===== src/rtl/serial_pattern_tx.sv =====
// Serial pattern transmitter: sends a latched bit pattern MSB-first, with optional
// repetitions and idle gaps. "repeat" is reserved in SystemVerilog, so that input is named repeats.
module serial_pattern_tx #(
  parameter int   WIDTH      = 8,
  parameter int   CNT_W      = 4,
  parameter int   GAP_W      = 4,
  parameter logic IDLE_LEVEL = 1'b0
) (
  input  logic                   clk,
  input  logic                   reset,
  input  logic                   start,
  input  logic [WIDTH-1:0]       pattern,
  input  logic [$clog2(WIDTH):0] len,
  input  logic [CNT_W-1:0]       repeats,
  input  logic [GAP_W-1:0]       gap,
  output logic                   out,
  output logic                   valid,
  output logic                   busy,
  output logic                   done
);

  localparam int LW = $clog2(WIDTH) + 1;
  localparam int IW = $clog2(WIDTH);

  localparam logic [1:0] ST_IDLE  = 2'd0;
  localparam logic [1:0] ST_SHIFT = 2'd1;
  localparam logic [1:0] ST_GAP   = 2'd2;

  localparam logic [LW-1:0]    WIDTH_L = LW'(WIDTH);
  localparam logic [LW-1:0]    ONE_L   = LW'(1);
  localparam logic [IW-1:0]    IDX_Z   = {IW{1'b0}};
  localparam logic [CNT_W-1:0] REP_Z   = {CNT_W{1'b0}};
  localparam logic [GAP_W-1:0] GAP_Z   = {GAP_W{1'b0}};

  // Zero or oversize lengths fall back to the full pattern width.
  function automatic logic [LW-1:0] norm_len(input logic [LW-1:0] l);
    if ((l == {LW{1'b0}}) || (l > WIDTH_L)) begin
      norm_len = WIDTH_L;
    end else begin
      norm_len = l;
    end
  endfunction

  logic [1:0]       state_r,   state_s;
  logic [WIDTH-1:0] pat_r,     pat_s;
  logic [LW-1:0]    len_r,     len_s;
  logic [IW-1:0]    idx_r,     idx_s;
  logic [CNT_W-1:0] rep_r,     rep_s;
  logic [GAP_W-1:0] gap_r,     gap_s;
  logic [GAP_W-1:0] gap_cnt_r, gap_cnt_s;
  logic [LW-1:0]    len_in_s;
  logic             done_s;
  logic             out_s;

  // Next-state, counter and latch logic.
  always_comb begin
    state_s   = state_r;
    pat_s     = pat_r;
    len_s     = len_r;
    idx_s     = idx_r;
    rep_s     = rep_r;
    gap_s     = gap_r;
    gap_cnt_s = gap_cnt_r;
    done_s    = 1'b0;
    len_in_s  = norm_len(len);

    case (state_r)
      ST_IDLE: begin
        if (start) begin
          pat_s     = pattern;
          len_s     = len_in_s;
          rep_s     = repeats;
          gap_s     = gap;
          gap_cnt_s = GAP_Z;
          idx_s     = IW'(len_in_s - ONE_L);
          state_s   = ST_SHIFT;
        end else begin
          state_s = ST_IDLE;
        end
      end
      ST_SHIFT: begin
        if (idx_r != IDX_Z) begin
          idx_s = idx_r - IW'(1);
        end else if (rep_r != REP_Z) begin
          rep_s = rep_r - CNT_W'(1);
          if (gap_r != GAP_Z) begin
            gap_cnt_s = gap_r - GAP_W'(1);
            state_s   = ST_GAP;
          end else begin
            idx_s = IW'(len_r - ONE_L);
          end
        end else begin
          state_s = ST_IDLE;
          done_s  = 1'b1;
        end
      end
      ST_GAP: begin
        // gap_cnt holds the gap cycles still to come after the current one.
        if (gap_cnt_r == GAP_Z) begin
          idx_s   = IW'(len_r - ONE_L);
          state_s = ST_SHIFT;
        end else begin
          gap_cnt_s = gap_cnt_r - GAP_W'(1);
        end
      end
      default: begin
        state_s = ST_IDLE;
      end
    endcase

    if (state_s == ST_SHIFT) begin
      out_s = pat_s[idx_s];
    end else begin
      out_s = IDLE_LEVEL;
    end
  end

  // State, latched transfer parameters and registered outputs.
  always_ff @(posedge clk) begin
    if (reset) begin
      state_r   <= ST_IDLE;
      pat_r     <= {WIDTH{1'b0}};
      len_r     <= {LW{1'b0}};
      idx_r     <= IDX_Z;
      rep_r     <= REP_Z;
      gap_r     <= GAP_Z;
      gap_cnt_r <= GAP_Z;
      out       <= IDLE_LEVEL;
      valid     <= 1'b0;
      busy      <= 1'b0;
      done      <= 1'b0;
    end else begin
      state_r   <= state_s;
      pat_r     <= pat_s;
      len_r     <= len_s;
      idx_r     <= idx_s;
      rep_r     <= rep_s;
      gap_r     <= gap_s;
      gap_cnt_r <= gap_cnt_s;
      out       <= out_s;
      valid     <= (state_s == ST_SHIFT);
      busy      <= (state_s != ST_IDLE);
      done      <= done_s;
    end
  end

endmodule


===== config.mk =====
export PLATFORM = sky130hd
export DESIGN_NAME = serial_pattern_tx
export DESIGN_NICKNAME = d
export VERILOG_FILES = /design/src/rtl/serial_pattern_tx.sv
export SDC_FILE = /design/constraint.sdc
export NUM_CORES = 1
export LEC_CHECK = 0
export ABC_AREA = 0
export CORE_ASPECT_RATIO = 0.6
export CORE_MARGIN = 5
export CORE_UTILIZATION = 31
export CTS_CLUSTER_SIZE = 16
export DETAILED_ROUTE_END_ITERATION = 7
export GPL_ROUTABILITY_DRIVEN = 0
export GPL_TIMING_DRIVEN = 0
export MAX_ROUTING_LAYER = met4
export SYNTH_ARGS = -nofsm -noshare
export SYNTH_HDL_FRONTEND = slang
export SYNTH_SLANG_ARGS = --single-unit

===== constraint.sdc =====
create_clock -name clk -period 6.65 [get_ports clk]
set_input_delay 0.9975 -clock clk [delete_from_list [all_inputs] [get_ports clk]]
set_output_delay 0.9975 -clock clk [all_outputs]
set_load 0.03 [all_outputs]

== Word level (Yosys, flattened, before mapping) ==
Index checks and enable logic that the tools add are counted.
Widths: inputs -> output; s select.
Word-level totals
  flip-flop bits (word level): 32
  bits in latches: 0
  RAM bits: 0
  memory bits (read-only): 0
  input bits: 23
  output and inout bits: 4
  logic and storage cells: 72
  memories: 0
Operators by class
  add/sub/neg operators: 6
  multipliers: 0
  div/mod/pow operators: 0
  order comparisons: 2
  equality and inequality tests: 8
  shift-type cells: 0
  mux-type cells: 28
  bitwise logic cells: 2
  reduce and logical (&&, ||, !) cells: 15
Operator list (number)
  $mux 4: 8
  $mux 3: 6
  $mux 8: 2
  $pmux 4 s3: 1
  $sub 4x1->4 const B: 3
  $ne 2x2->1 const B: 5
  $pmux 3 s3: 1
  $sub 3x1->3 const B: 3
  $logic_not 4->1: 2
  $mux 2: 4
  $pmux 4 s2: 1
  $reduce_bool 4->1: 2
  $pmux 2 s3: 1
  $reduce_and 6->1: 1
  $reduce_bool 3->1: 2
  $eq 2x1->1 const B: 2
  $gt 4x4->1 const B: 1
  $lt 3x4->1 const B: 1
  $reduce_and 4->1: 1
  $reduce_bool 2->1: 2
  $bmux 1 s3: 1
  $mux 1: 3
  $reduce_or 3->1: 1
  $eq 2x2->1 const B: 1
  5 further kinds: 6

== Longest topological paths before layout ==
Gate-level depths: netlist of run 1.
  depth in word-level cells: 8
  gate-level depth with buffers: 11

== Worst setup path after synthesis of run 1 ==
Ideal clock, no wire load.
  kind: in2reg
  start point: input start
  end point: register out
  setup time: 115 ps
  arrival: 2572 ps
  required time: 6535 ps
  setup slack: 3963 ps
  stages on the path: 5
  path buffers: 1
  cell sequence: and2_1 -> clkbuf_1 -> mux4_1 -> mux4_2 -> and2_1
On the way
  longest elaborated chain between the ends: 5
  elaborated cells between the ends (all ways): 11
  those cells by class: eq/ne (1); mux (8); bitwise (1); reduce/logical (1)
RTL lines
  from (decl): line 11  | input logic start,
  parallel branches: the longest is 5 deep, another holds $mux 3
  to (signal assigned): line 140  | out <= out_s;
  to (decl): line 16  | output logic out,
Several ways; the timed one is not identified. The select of a mux whose other input is x is not followed.
A chain may end at the register's enable or synchronous reset.

== Worst setup path in the final report of run 1 ==
Ends and elaborated chain as after synthesis.

==> results.yml, run 1 <==
clock_tree:
  clk_path_buf_depth: 2
  htreeDepth: 2
  cts_resized: 0
  cts_hold_buf: 0
  cts_tree: "built"
  numCtsBuffers: 5
  clk_latency_ns: 0.28
  clkSinkCount: 32
  clkTransAtPathRegs_ns: 0.07
  cts_root_buf: "clkbuf_8"
  post_cts.repair.setup_buffers: 0
detailed_routing:
  drt_iter0_drc: 62
  drc: 0
  wire_per_inst_microns: 13.5
  vias: 1656
  drt_pass1_iterations: 4
  antenna_left: 0
  wl_mm: 4.62
  viasPerCell: 4.83
cells_and_area:
  nNetsFinal: 295
  multi_input_area_sq_um: 1140
  finish.instance_area_sq_um: 2330
  drive_gt1_share_pct: 6.84
  syn_to_final_growth_pct: 24.7
  diodes: 0
  nFillCells: 606
  fin_cells: 343
  fin_util_pct: 40.8
  seqCellArea_sq_um: 641
synth:
  synth_top_cell_by_area: "dfxtp_1"
  async_flop_share_pct: 0
  synth_edf_count: 0
  netlist-cell-type-count: 44
  syn-num-nets: 263
  yosysWarnings: 0
  syn-cell-area_sq_um: 1870
  ys_seq_elements: 32
  yosysMostFrequentCell: "nand2_1"
  syn_inst: 230
  syn_avg_cell_area_sq_um: 8.11
  synth.top_cell.area_share_pct: 34.3
  synth_ff_type: "dfxtp_1"
  synth_area_leaders: "dfxtp_1 (34%), nand2_1 (7.2%), ha_1 (6.7%)"
  synth-seq-area-share_pct: 34.3
  ys_top_cells_by_count: "nand2_1 (36), dfxtp_1 (32), nor2_1 (27)"
die:
  pin_count: 27
  dieArea_sq_um: 7720
  placement_rows: 21
  die-height_microns: 70.1
  fp.dieW_microns: 110
  core-area_sq_um: 5700
  start_util_pct: 32.7
sta:
  maxSlewViolCount: 0
  tightest_slew_ns: 0.617
  fin_crit_ns: 3.31
  rsz0062_at_grt: "false"
  setup_tns_ns: 0
  setup_violations: 0
  max_freq_mhz: 302
  fin_skew_ns: 0.00859
  finalHoldViolations: 0
  period_share_pct: 49.7
  maxSlewHeadroom_pct: 58.9
grt:
  antenna_found_initial: 0
  grt_pass1_vias: 1576
  grt-ovfl-total: 0
  grt_max_degree: 12
  grt_util_all_layers_pct: 13.3
  grt_pass1_wl_mm: 7.71
worst_setup_path:
  worst_path_largest_cell_delay_ns: 0.71
  criticalPathCategory: "primary input to flop"
  cp_num_buf_inv: 2
  cpMostUsedCell: "and2_1"
  crit_arrival_ns: 3.49
  critPathRequiredTime_ns: 6.83
  cp_top_family: "multiplexers"
  crit_fanout: 10
  startpoint_type: "primary input"
  slowest_stage: "mux4_1"
  rrSetupSlack_ns: 3.73
  crit_chain: "clkdlybuf4s50_1 -> and2_1 -> clkbuf_1 -> mux4_1 -> mux4_2 -> and2_1"
  end_kind: "flop"
job:
  drv_cap: 0
place:
  placed_cells_incl_taps: 335
  place.port_buffers: 25
  dp_hpwl_mm: 3.55
  placed_area_sq_um: 2220
power_and_ir_drop:
  powerDensity_nw_per_um2: 241
  totalPowerFinal_mw: 0.562
  ir_worst_vdd_mv: 0.0990
  power.leakage_nw: 0.875
run_status:
  outcome: "complete, no violations"
min_path:
  hold_class: "flop to flop"
-- registers in the layout, summed over array words and instances, names as in the netlist --
name and flops:
busy 1, done 1, gap_cnt_r 4, gap_r 4, idx_r 3, len_r 3
out 1, pat_r 8, rep_r 4, state_r 2, valid 1
-- area by class of cell --
cell class	instances	share of cell area, %
repair buffers	25	10.8
plain buffers	10	1.61
clock buffers	5	2.96
multi-input cells	176	49.1
inverters	12	1.94
flip-flops and latches	32	27.5
clock inverters	3	1.83
well taps	80	4.30
-- worst register-to-register path, delay by kind of cell, from the launching register on --
family | cells | cell delay, ns
muxes | 2 | 0.92
DFF | 1 | 0.42
buffers and inverters | 1 | 0.33
AOI/OAI and AO/OA | 2 | 0.30
adders and majority gates | 1 | 0.17
and+or+nand+nor | 3 | 0.68
-- worst paths after layout --
check             startpoint        to  cells after the start
setup / recovery       start       out                      6
hold / removal      pat_r[3]  pat_r[3]                      2
setup reg to reg  state_r[1]       out                      9
hold reg to reg     pat_r[3]  pat_r[3]                      2
-- where the power goes --
| part | total, mW | internal [mW] | switching (mW) |
|---|---|---|---|
| Combinational | 0.156 | 0.0728 | 0.0831 |
| Sequential | 0.220 | 0.208 | 0.0128 |
| Clock | 0.185 | 0.111 | 0.0746 |
| Total | 0.562 | 0.391 | 0.171 |
-- layer usage --
metal	GRT usage, %	vias to the layer above	wire length [microns]
li1	-	867	-
met1	19.8	752	2520
met2	17.1	35	1810
met3	3.68	2	264
met4	3.69	0	25
met5	-	-	0
-- cells in the final DEF, fill, tap and decap left out, drive strengths merged, types with 10 or more instances in the layout --
master,count
nand2,36
inv,12
clkdlybuf4s50,25
ha,10
dfxtp,32
clkbuf,15
nor2,27
a21oi,24
o21ai,14
-- kinds of logic after synthesis --
group,count (synthesis),share of synthesized area (%)
AO/OA/AOI/OAI,59,19.5
XOR/XNOR,2,0.939
adder cells (fa/ha/maj),10,6.71
buffers and inverters,22,4.43
flip-flops,32,34.3
multiplexers,10,9.66
AND/OR/NAND/NOR,95,24.4
-- stage by stage --
step	hold slack (ns)	worst slack (ns)
2_1_floorplan	0.432	3.96
5_1_grt	0.478	3.27
3_3_place_gp	0.441	3.07
3_5_place_dp	0.446	3.06
6_report	0.458	3.34
4_1_cts	0.455	3.36
(Power assumes the default switching activity.)
==> inputs of run 2 (changes only) <==
==> constraint.sdc (replaced) <==
create_clock -name clk -period 3.4 [get_ports clk]
set_input_delay 0.51 -clock clk [delete_from_list [all_inputs] [get_ports clk]]
set_output_delay 0.51 -clock clk [all_outputs]
set_load 0.03 [all_outputs]
==> results of run 2 <==
The final DEF is identical to that of run 1. Status: complete, no violations.
Among the figures that moved: setup slack after placement 3.06 ns -> 0.300 ns; setup slack after layout 3.34 ns -> 0.484 ns; start point of the critical path start -> state_r[1]; register-to-register setup slack 3.73 ns -> 0.48 ns; total power 0.562 mW -> 1.10 mW; worst IR drop on VDD 0.0990 mV -> 0.194 mV
==> inputs of run 3 (changes only) <==
--- a/config.mk
+++ b/config.mk
@@ -14,6 +14,7 @@
 export GPL_ROUTABILITY_DRIVEN = 0
 export GPL_TIMING_DRIVEN = 0
 export MAX_ROUTING_LAYER = met4
+export SKIP_CTS_REPAIR_TIMING = 1
 export SYNTH_ARGS = -nofsm -noshare
 export SYNTH_HDL_FRONTEND = slang
 export SYNTH_SLANG_ARGS = --single-unit
==> constraint.sdc (replaced) <==
create_clock -name clk -period 2.8 [get_ports clk]
set_input_delay 0.42 -clock clk [delete_from_list [all_inputs] [get_ports clk]]
set_output_delay 0.42 -clock clk [all_outputs]
set_load 0.03 [all_outputs]
==> results.yml, run 3 (synthesis results as in run 1) <==
die:
  pin_count: 27
  fp.dieW_microns: 110
  die-height_microns: 70.1
  placement_rows: 21
  dieArea_sq_um: 7720
  start_util_pct: 32.7
  core-area_sq_um: 5700
power_and_ir_drop:
  p_int_mw: 0.943
  comb_power_share_pct: 28.9
  p_switching_mw: 0.421
  ir_worst_vdd_mv: 0.242
  p_clk_share_pct: 32.5
  power.leakage_nw: 0.870
  pwr-share-seq_pct: 38.6
  totalPowerFinal_mw: 1.36
  powerDensity_nw_per_um2: 578
  p_sw_share_pct: 30.9
clock_tree:
  numCtsBuffers: 5
  clkTransAtPathRegs_ns: 0.07
  cts_root_buf: "clkbuf_8"
  cts_tree: "built"
  clk_latency_ns: 0.29
  htreeDepth: 2
  clkSinkCount: 32
  clk_path_buf_depth: 2
grt:
  grt_util_all_layers_pct: 13.3
  met3_usage_pct: 3.68
  grt_util_met1_pct: 19.8
  grt-ovfl-total: 0
  grt_max_degree: 12
  globalRouteMet2Util_pct: 17.1
  grt_pass1_wl_mm: 7.71
  grt_pass1_vias: 1576
  antenna_found_initial: 0
  busiest_layer: "met1"
place:
  place.port_buffers: 25
  dp_hpwl_mm: 3.55
  placed_area_sq_um: 2220
cells_and_area:
  final_cell_mix: "nand2_1 (36), dfxtp_1 (31), nor2_1 (27)"
  nNetsFinal: 294
  mostFrequentLayoutCell: "nand2_1"
  drive_gt1_share_pct: 9.92
  regMostFlops: "pat_r"
  finish.instance_area_sq_um: 2360
  syn_to_final_growth_pct: 26.4
  diodes: 0
  largest_register_ffs: 8
worst_setup_path:
  criticalPathCategory: "flop to flop"
  crit_arrival_ns: 2.90
  worst_path_largest_cell_delay_ns: 0.47
  crit_fanout: 5
  end_kind: "flop"
  startpoint_type: "flop"
  critPathRequiredTime_ns: 2.98
  crit_chain: "inv_1 -> ha_1 -> or3b_4 -> a41oi_1 -> a21oi_1 -> nor3_4 -> mux4_2 -> mux4_2 -> and2_1"
  slowest_stage: "mux4_2"
  cpMostUsedCell: "mux4_2"
detailed_routing:
  drc: 0
  drt_pass1_iterations: 4
  vias: 1667
  wl_mm: 4.73
  wire_per_inst_microns: 13.8
  antenna_left: 0
  viasPerCell: 4.87
  drt_iter0_drc: 56
sta:
  fin_skew_ns: 0.00990
  fin_crit_ns: 2.71
  maxSlewViolCount: 0
  finalHoldViolations: 0
  max_freq_mhz: 368
  tightest_slew_ns: 0.570
  maxSlewHeadroom_pct: 62.0
  period_share_pct: 97.0
  setup_violations: 0
min_path:
  hold_class: "flop to flop"
run_status:
  outcome: "complete, no violations"
job:
  drv_cap: 0
-- run 3: cell count changes in the layout (fill, tap and decap cells not counted), sizes merged --
cell / delta
buf: +1
clkbuf: -2
-- run 3: layer usage --
layer	vias to the layer above	wire (microns)
met3	4	362
met5	-	0
met2	53	1860
met4	0	35
met1	748	2470
li1	862	-
-- run 3: per-stage QoR --
stage | utilization (%) | worst slack, ns | cells | setup TNS (ns) | hold WS, ns
floorplan | - | 0.342 | 230 | 0 | 0.432
global placement | 38.9 | -0.206 | 335 | -0.206 | 0.441
detailed placement | 38.9 | -0.210 | 335 | -0.210 | 0.446
CTS | 40.8 | -0.117 | 343 | -0.117 | 0.455
global route | 41.3 | -0.0110 | 342 | -0.0110 | 0.474
finish | 41.3 | 0.0850 | 342 | 0 | 0.454
-- run 3: worst paths after layout --
check | from | endpoint | slack [ns] | cells after the start
worst max-delay path | rep_r[0] | out | 0.09 | 9
worst min-delay path | pat_r[3] | pat_r[3] | 0.45 | 2
worst max register to register | rep_r[0] | out | 0.09 | 9
worst min register to register | pat_r[3] | pat_r[3] | 0.45 | 2
-- run 3: power by group through the flow --
stage               Sequential, mW  Clock, mW  Combinational, mW
CTS                          0.523      0.456              0.368
detailed placement           0.533          0              0.368
finish                       0.527      0.443              0.394
floorplan                    0.535          0              0.254
global route                 0.532      0.475              0.436
global placement             0.533          0              0.364
-- run 3: worst max-delay path, delay by kind of cell (launching register included) --
| kind | cells | cell delay [ns] |
|---|---|---|
| adder cells (fa/ha/maj) | 1 | 0.18 |
| AO/OA/AOI/OAI | 2 | 0.30 |
| AND/OR/NAND/NOR | 3 | 0.85 |
| multiplexers | 2 | 0.88 |
| buffers and inverters | 1 | 0.06 |
| flip-flops | 1 | 0.33 |
-- run 3: area by class of cell --
type / instances / area, sq um
sequential: 32 / 642
clock buffer: 5 / 68.8
inverter: 12 / 45.0
timing repair buffer: 26 / 258
tap: 80 / 100
fill: 600 / 3340
buffer: 8 / 31.3
clock inverter: 3 / 42.5
multi-input combinational: 176 / 1170
